## config.mk

```make
export PLATFORM = sky130hd
export DESIGN_NAME = enc_engine_param
export DESIGN_NICKNAME = d
export VERILOG_FILES = /design/src/rtl/enc_engine_param.sv
export SDC_FILE = /design/constraint.sdc
export NUM_CORES = 1
export LEC_CHECK = 0
export ABC_AREA = 1
export BUFFER_PORTS_ARGS = -buffer_cell sky130_fd_sc_hd__buf_2
export CORE_MARGIN = 2
export CORE_UTILIZATION = 25
export DETAILED_ROUTE_END_ITERATION = 10
export GPL_TIMING_DRIVEN = 0
export PLACE_DENSITY = 0.48
export SLEW_MARGIN = 15
export SYNTH_ARGS = -nofsm -noshare
export SYNTH_HDL_FRONTEND = slang
export SYNTH_SLANG_ARGS = --single-unit
```

## constraint.sdc

```tcl
create_clock -name Clk -period 9.04 [get_ports Clk]
set_input_delay 1.356 -clock Clk [delete_from_list [all_inputs] [get_ports Clk]]
set_output_delay 1.356 -clock Clk [all_outputs]
set_load 0.01 [all_outputs]
```

## src/rtl/enc_engine_param.sv

```systemverilog
// enc_engine_param: two-stage valid/ready encrypter with key/salt LFSRs.
// Optional run-time seeding ports are enabled by defining ENC_SEED_LOAD_EN.
module enc_engine_param #(
  parameter int DATA_W = 60,
  parameter int KEY_W = 11,
  parameter int SALT_W = 6,
  parameter int NUM_MODES = 4,
  parameter logic [KEY_W-1:0] KEY_SEED = 11'h5A5,
  parameter logic [SALT_W-1:0] SALT_SEED = 6'h2B,
  localparam int MODE_W = $clog2(NUM_MODES),
  localparam int OUT_W = DATA_W + KEY_W + SALT_W + MODE_W
) (
  input  logic              Clk,
  input  logic              Rst,
  input  logic              in_valid,
  output logic              in_ready,
  input  logic [DATA_W-1:0] in_data,
  output logic              out_valid,
  input  logic              out_ready,
  output logic [OUT_W-1:0]  out_data
`ifdef ENC_SEED_LOAD_EN
  ,
  input  logic              seed_load,
  input  logic [KEY_W-1:0]  seed_key,
  input  logic [SALT_W-1:0] seed_salt
`endif
);

  typedef enum logic {EMPTY, FULL} st_e;

  // Maximal-length feedback taps, bit (n-1) set for term x^n.
  function automatic logic [31:0] taps(input int w);
    case (w)
      2:       taps = 32'h0003;
      3:       taps = 32'h0006;
      4:       taps = 32'h000C;
      5:       taps = 32'h0014;
      6:       taps = 32'h0030;
      7:       taps = 32'h0060;
      8:       taps = 32'h00B8;
      9:       taps = 32'h0110;
      10:      taps = 32'h0240;
      11:      taps = 32'h0500;
      12:      taps = 32'h0829;
      13:      taps = 32'h100D;
      14:      taps = 32'h2015;
      15:      taps = 32'h6000;
      16:      taps = 32'hD008;
      default: taps = 32'h3 << (w - 2);
    endcase
  endfunction

  localparam logic [31:0] KEY_TAPS = taps(KEY_W);
  localparam logic [31:0] SALT_TAPS = taps(SALT_W);
  localparam logic [KEY_W-1:0] KEY_MASK = KEY_TAPS[KEY_W-1:0];
  localparam logic [SALT_W-1:0] SALT_MASK = SALT_TAPS[SALT_W-1:0];

  function automatic logic [KEY_W-1:0] key_step(
    input logic [KEY_W-1:0] s
  );
    if (s == '0) key_step = KEY_W'(1);
    else key_step = {s[KEY_W-2:0], ^(s & KEY_MASK)};
  endfunction

  function automatic logic [SALT_W-1:0] salt_step(
    input logic [SALT_W-1:0] s
  );
    if (s == '0) salt_step = SALT_W'(1);
    else salt_step = {s[SALT_W-2:0], ^(s & SALT_MASK)};
  endfunction

  function automatic logic [DATA_W-1:0] rep_key(
    input logic [KEY_W-1:0] k
  );
    logic [DATA_W-1:0] r;
    for (int i = 0; i < DATA_W; i++) r[i] = k[i % KEY_W];
    return r;
  endfunction

  function automatic logic [DATA_W-1:0] rep_salt(
    input logic [SALT_W-1:0] s
  );
    logic [DATA_W-1:0] r;
    for (int i = 0; i < DATA_W; i++) r[i] = s[i % SALT_W];
    return r;
  endfunction

  function automatic logic [DATA_W-1:0] bitrev(
    input logic [DATA_W-1:0] d
  );
    logic [DATA_W-1:0] r;
    for (int i = 0; i < DATA_W; i++) r[i] = d[DATA_W-1-i];
    return r;
  endfunction

  st_e s1_st_q, s1_st_d;
  st_e s2_st_q, s2_st_d;
  logic rdy_q;
  logic [KEY_W-1:0] key_q, key_d;
  logic [SALT_W-1:0] salt_q, salt_d;
  logic [DATA_W-1:0] s1_data_q;
  logic [KEY_W-1:0] s1_key_q;
  logic [SALT_W-1:0] s1_salt_q;
  logic [OUT_W-1:0] out_q, out_d;

  logic s1_load, s2_load, accept;

  always_comb begin
    s2_load = (s2_st_q == EMPTY) | out_ready;
    s1_load = (s1_st_q == EMPTY) | s2_load;
    in_ready = rdy_q & s1_load;
    accept = in_valid & in_ready;
    s1_st_d = s1_st_q;
    s2_st_d = s2_st_q;
    if (s2_load) s2_st_d = (s1_st_q == FULL) ? FULL : EMPTY;
    if (s1_load) s1_st_d = accept ? FULL : EMPTY;
  end

  // A seed load overrides the step taken by a simultaneous accept.
  always_comb begin
    key_d = key_q;
    salt_d = salt_q;
    if (accept) begin
      key_d = key_step(key_q);
      salt_d = salt_step(salt_q);
    end
`ifdef ENC_SEED_LOAD_EN
    if (seed_load) begin
      key_d = seed_key;
      salt_d = seed_salt;
    end
`endif
  end

  logic [MODE_W-1:0] mode;
  logic [31:0] rot;
  logic [DATA_W-1:0] kx, sx, dat, enc;
  logic [2*DATA_W-1:0] dbl;

  always_comb begin
    mode = s1_salt_q[MODE_W-1:0];
    kx = rep_key(s1_key_q);
    sx = rep_salt(s1_salt_q);
    rot = 32'(s1_salt_q) % 32'(DATA_W);
    dbl = '0;
    dat = s1_data_q;
    unique case (1'b1)
      (32'(mode) == 1): begin
        dbl = {s1_data_q, s1_data_q} << rot;
        dat = dbl[2*DATA_W-1:DATA_W];
      end
      (32'(mode) == 2): dat = bitrev(s1_data_q);
      (32'(mode) == 3): begin
        dbl = {2{s1_data_q ^ sx}} >> rot;
        dat = dbl[DATA_W-1:0];
      end
      default: dat = s1_data_q;
    endcase
    enc = dat ^ kx;
    out_d = out_q;
    if (s2_load && s1_st_q == FULL) begin
      out_d = {mode, s1_salt_q, s1_key_q, enc};
    end
  end

  always_ff @(posedge Clk or posedge Rst) begin
    if (Rst) begin
      s1_st_q <= EMPTY;
      s2_st_q <= EMPTY;
      rdy_q <= 1'b0;
      key_q <= KEY_SEED;
      salt_q <= SALT_SEED;
      s1_data_q <= '0;
      s1_key_q <= '0;
      s1_salt_q <= '0;
      out_q <= '0;
    end else begin
      s1_st_q <= s1_st_d;
      s2_st_q <= s2_st_d;
      rdy_q <= 1'b1;
      key_q <= key_d;
      salt_q <= salt_d;
      out_q <= out_d;
      if (accept) begin
        s1_data_q <= in_data;
        s1_key_q <= key_q;
        s1_salt_q <= salt_q;
      end
    end
  end

  assign out_valid = (s2_st_q == FULL);
  assign out_data = out_q;

endmodule

```

==> run_results.csv <==
group,metric,value,unit
final_layout,final_area,20500,um2
pwr,vdd_drop_max,169,uV
outcome,status,"complete, but fails checks",
critical_path,path_class,"flip-flop to flip-flop",
placed_design,io_buffers,144,
placed_design,gp_congestion,1.12,
grt,grt_max_degree,106,
clock_tree,cts_tree,"done",
grt,track_usage,43.0,%
clock_tree,clock_latency,480,ps
synthesis,yosysSeqAreaShare,24.4,%
floorplanning,die_area,73700,um2
pwr,leakagePower,9.90,nW
timing,fin_crit,5500,ps
synthesis,synth_cell_type_count,28,
floorplanning,die_w,272,um
pwr,power.internal,2.80,mW
grt,antenna_found_initial,9,
synthesis,synthCells,3196,
clock_tree,cts_setup_buffers,0,
clock_tree,post_cts_resized,0,
floorplanning,core-area,71100,um2
critical_path,cp-startpoint,"s1_salt_q[4]$_DFFE_PP0P_",
pwr,seq_power_share,14.8,%
route,drt_iter0_markers,4543,
clock_tree,clkTransAtPathRegs,80,ps
timing,drv_slew,3,
clock_tree,cts_sinks,174,
route,vias,26700,
synthesis,synthesis.area,17900,um2
clock_tree,holdBufCountCts,0,
timing,fin_tns_setup,0,ps
route,wl_per_cell,37.6,um
final_layout,final_core_util,28.8,%
pwr,cellPowerDensity,409,nW/um2
critical_path,crit_arrival,5910,ps
pwr,p_clk_share,9.5,%
synthesis,syn_nets,3262,
route,antenna_left,0,
pwr,switching_share,66.6,%
timing,max_freq,182,MHz
critical_path,r2r-end,"out_data[5]$_DFFE_PP0P_",
grt,top_usage_layer,"met2",
route,drtPass1Iterations,8,
final_layout,synthToLayoutAreaGrowth,14.5,%
final_layout,fin_nets,3426,
route,avgViaCountPerCell,6.17,
timing,fin_crit_sh,60.8,%
critical_path,crit_fanout,10,
run,drv_cap,1,
floorplanning,start_util,25.2,%
final_layout,drive_gt1_share,8.81,%
timing,worst_slack,3540,ps
route,wl,163,mm
timing,relSlewSlack,-2.76,%
pwr,switchingPower,5.59,mW
critical_path,rrSetupSlack,3540,ps
critical_path,endpoint_kind,"flip-flop",
grt,grt-ovfl-total,0,
critical_path,r2r_cells,13,
placed_design,dpl-instance-area,19800,um2
synthesis,synth_seq_cells,174,
floorplanning,die_h,272,um
timing,finalHoldViolCount,0,
synthesis,yosysTopAreaCell,"nand3_1",
synthesis,synth.area.top_cells,"nand3_1 36%, dfrtp_1 23%, nand2_1 23%",
clock_tree,cts_buffer_depth,2,
timing,rsz0062_at_grt,"no",
clock_tree,cts_root_buffer,"clkbuf_16",
timing,setup_viol,0,
critical_path,worstPathRequired,9450,ps
clock_tree,numCtsBuffers,17,
timing,skew,17.8,ps
synthesis,yosysTopAreaCellShare,36.2,%
grt,grtUsageMet3,11.8,%
placed_design,place_ws,3890,ps
timing,whs,482,ps
min_path,hp-class,"flip-flop to flip-flop",
critical_path,crit_end,"out_data[5]$_DFFE_PP0P_",
outcome,violations,"max-capacitance violations, max-slew violations",
synthesis,ys_warn_count,0,
placed_design,dp_hpwl,133,mm
clock_tree,h-tree-depth,4,
critical_path,reg2reg_from,"s1_salt_q[4]$_DFFE_PP0P_",
timing,tightest_slew,1530,ps
grt,grt_pass1_wl,215,mm
grt,grt_pass1_vias,24800,
route,post-route-drc-count,0,
pwr,comb_power_share,75.7,%
critical_path,critPathLaunchType,"flip-flop",
floorplanning,pin_count,145,
floorplanning,core.rowCount,98,
synthesis,syn_avg_cell_area,5.60,um2
grt,grtUsageMet2,65.3,%
grt,grt_use_met1,52.6,%
==> area by class of cell <==
cell class	instances	area (um2)
Inverter	114	435
Clock buffer	17	425
Clock inverter	15	209
Timing Repair Buffer	145	748
Tap cell	950	1190
Multi-Input combinational cell	2660	12000
Antenna cell	5	12.5
Buffer	248	1130
Sequential cell	174	4370
Fill cell	8433	50600
==> metal layers <==
| layer | up-vias | routed length, um | part of all wire, % |
|---|---|---|---|
| li1 | 11200 | - | - |
| met1 | 12900 | 62100 | 38 |
| met2 | 2008 | 68500 | 42 |
| met3 | 575 | 17300 | 11 |
| met4 | 8 | 14700 | 9.0 |
| met5 | - | 52 | 0.032 |
==> worst min-delay path by stage <==
stage | start | end | slack, ps | cells after the start
finish | salt_q[1]$_DFFE_PP1P_ | salt_q[1]$_DFFE_PP1P_ | 480 | 2
global route | key_q[7]$_DFFE_PP1P_ | key_q[7]$_DFFE_PP1P_ | 500 | 2
CTS | salt_q[1]$_DFFE_PP1P_ | salt_q[1]$_DFFE_PP1P_ | 480 | 2
detailed placement | out_data[62]$_DFFE_PP0P_ | out_data[62]$_DFFE_PP0P_ | 470 | 2
global placement | key_q[2]$_DFFE_PP1P_ | key_q[2]$_DFFE_PP1P_ | 470 | 2
floorplan | s1_key_q[2]$_DFFE_PP0P_ | out_data[57]$_DFFE_PP0P_ | 450 | 1
==> Yosys cell counts, drive strengths merged <==
library cell  count
o211ai            1
conb              1
dfstp            10
ha                2
xor2              2
clkinv            3
dfrtp           164
buf             130
nor4              2
nand2          1078
nor3              2
clkbuf          118
nand4             4
inv             111
nand3          1294
a21oi             9
nand3b            2
a31oi             1
o21a              8
nor2             50
o21ai           204
==> cells in the final DEF (no fill, tap or decap), drive strengths merged <==
cell type,synthesis,final
clkinv,3,12
o21ai,204,204
clkbuf,118,136
diode,0,5
nand3b,2,2
ha,2,2
o21a,8,8
buf,130,274
nor2,50,50
nand4,4,4
dfrtp,164,164
nor3,2,2
nor4,2,2
nand3,1294,1294
conb,1,1
xor2,2,2
a21oi,9,9
dfstp,10,10
a31oi,1,1
o211ai,1,1
nand2,1078,1078
inv,111,117
==> sequential cells by signal, indices dropped and copies added, names as in the netlist <==
signal / cells
s1_salt_q: 6
salt_q: 6
key_q: 11
rdy_q: 1
out_valid: 1
s1_key_q: 11
s1_st_q: 1
out_data: 77
s1_data_q: 60
==> worst max-delay path: stages, from the launching register on <==
cell and delay [ps]:
dfrtp_1 420, inv_1 150, clkbuf_1 860, nor2_1 140, ha_1 320, o21ai_1 670, clkbuf_1 490, clkbuf_1 990
nand3_1 270, nand3_1 390, nand3_1 390, nand2_1 170, nand2_1 60, nand3_1 90
==> stage by stage <==
step | instances | power (mW)
final | 4328 | 8.39
after global routing | 4323 | 8.59
after CTS | 4323 | 8.00
after detailed placement | 4291 | 7.20
after global placement | 4290 | 7.28
after floorplan | 3196 | 4.32
==> power by group through the flow <==
stage | Combinational [mW] | Clock [mW] | Sequential, mW
final | 6.35 | 0.793 | 1.24
after global routing | 6.49 | 0.832 | 1.26
after CTS | 5.97 | 0.803 | 1.23
after detailed placement | 5.95 | 0 | 1.25
after global placement | 6.03 | 0 | 1.25
after floorplan | 3.08 | 0 | 1.24
==> kinds of logic after synthesis <==
logic type	count (synthesis)	synth area share, %
and+or+nand+nor	2432	60.3
adders and majority gates	2	0.140
buffers and inverters	362	8.70
other	1	0.0210
xor gates and xnor gates	2	0.0979
DFF	174	24.4
AOI/OAI and AO/OA	223	6.37
Power figures use the tool's default switching activity.
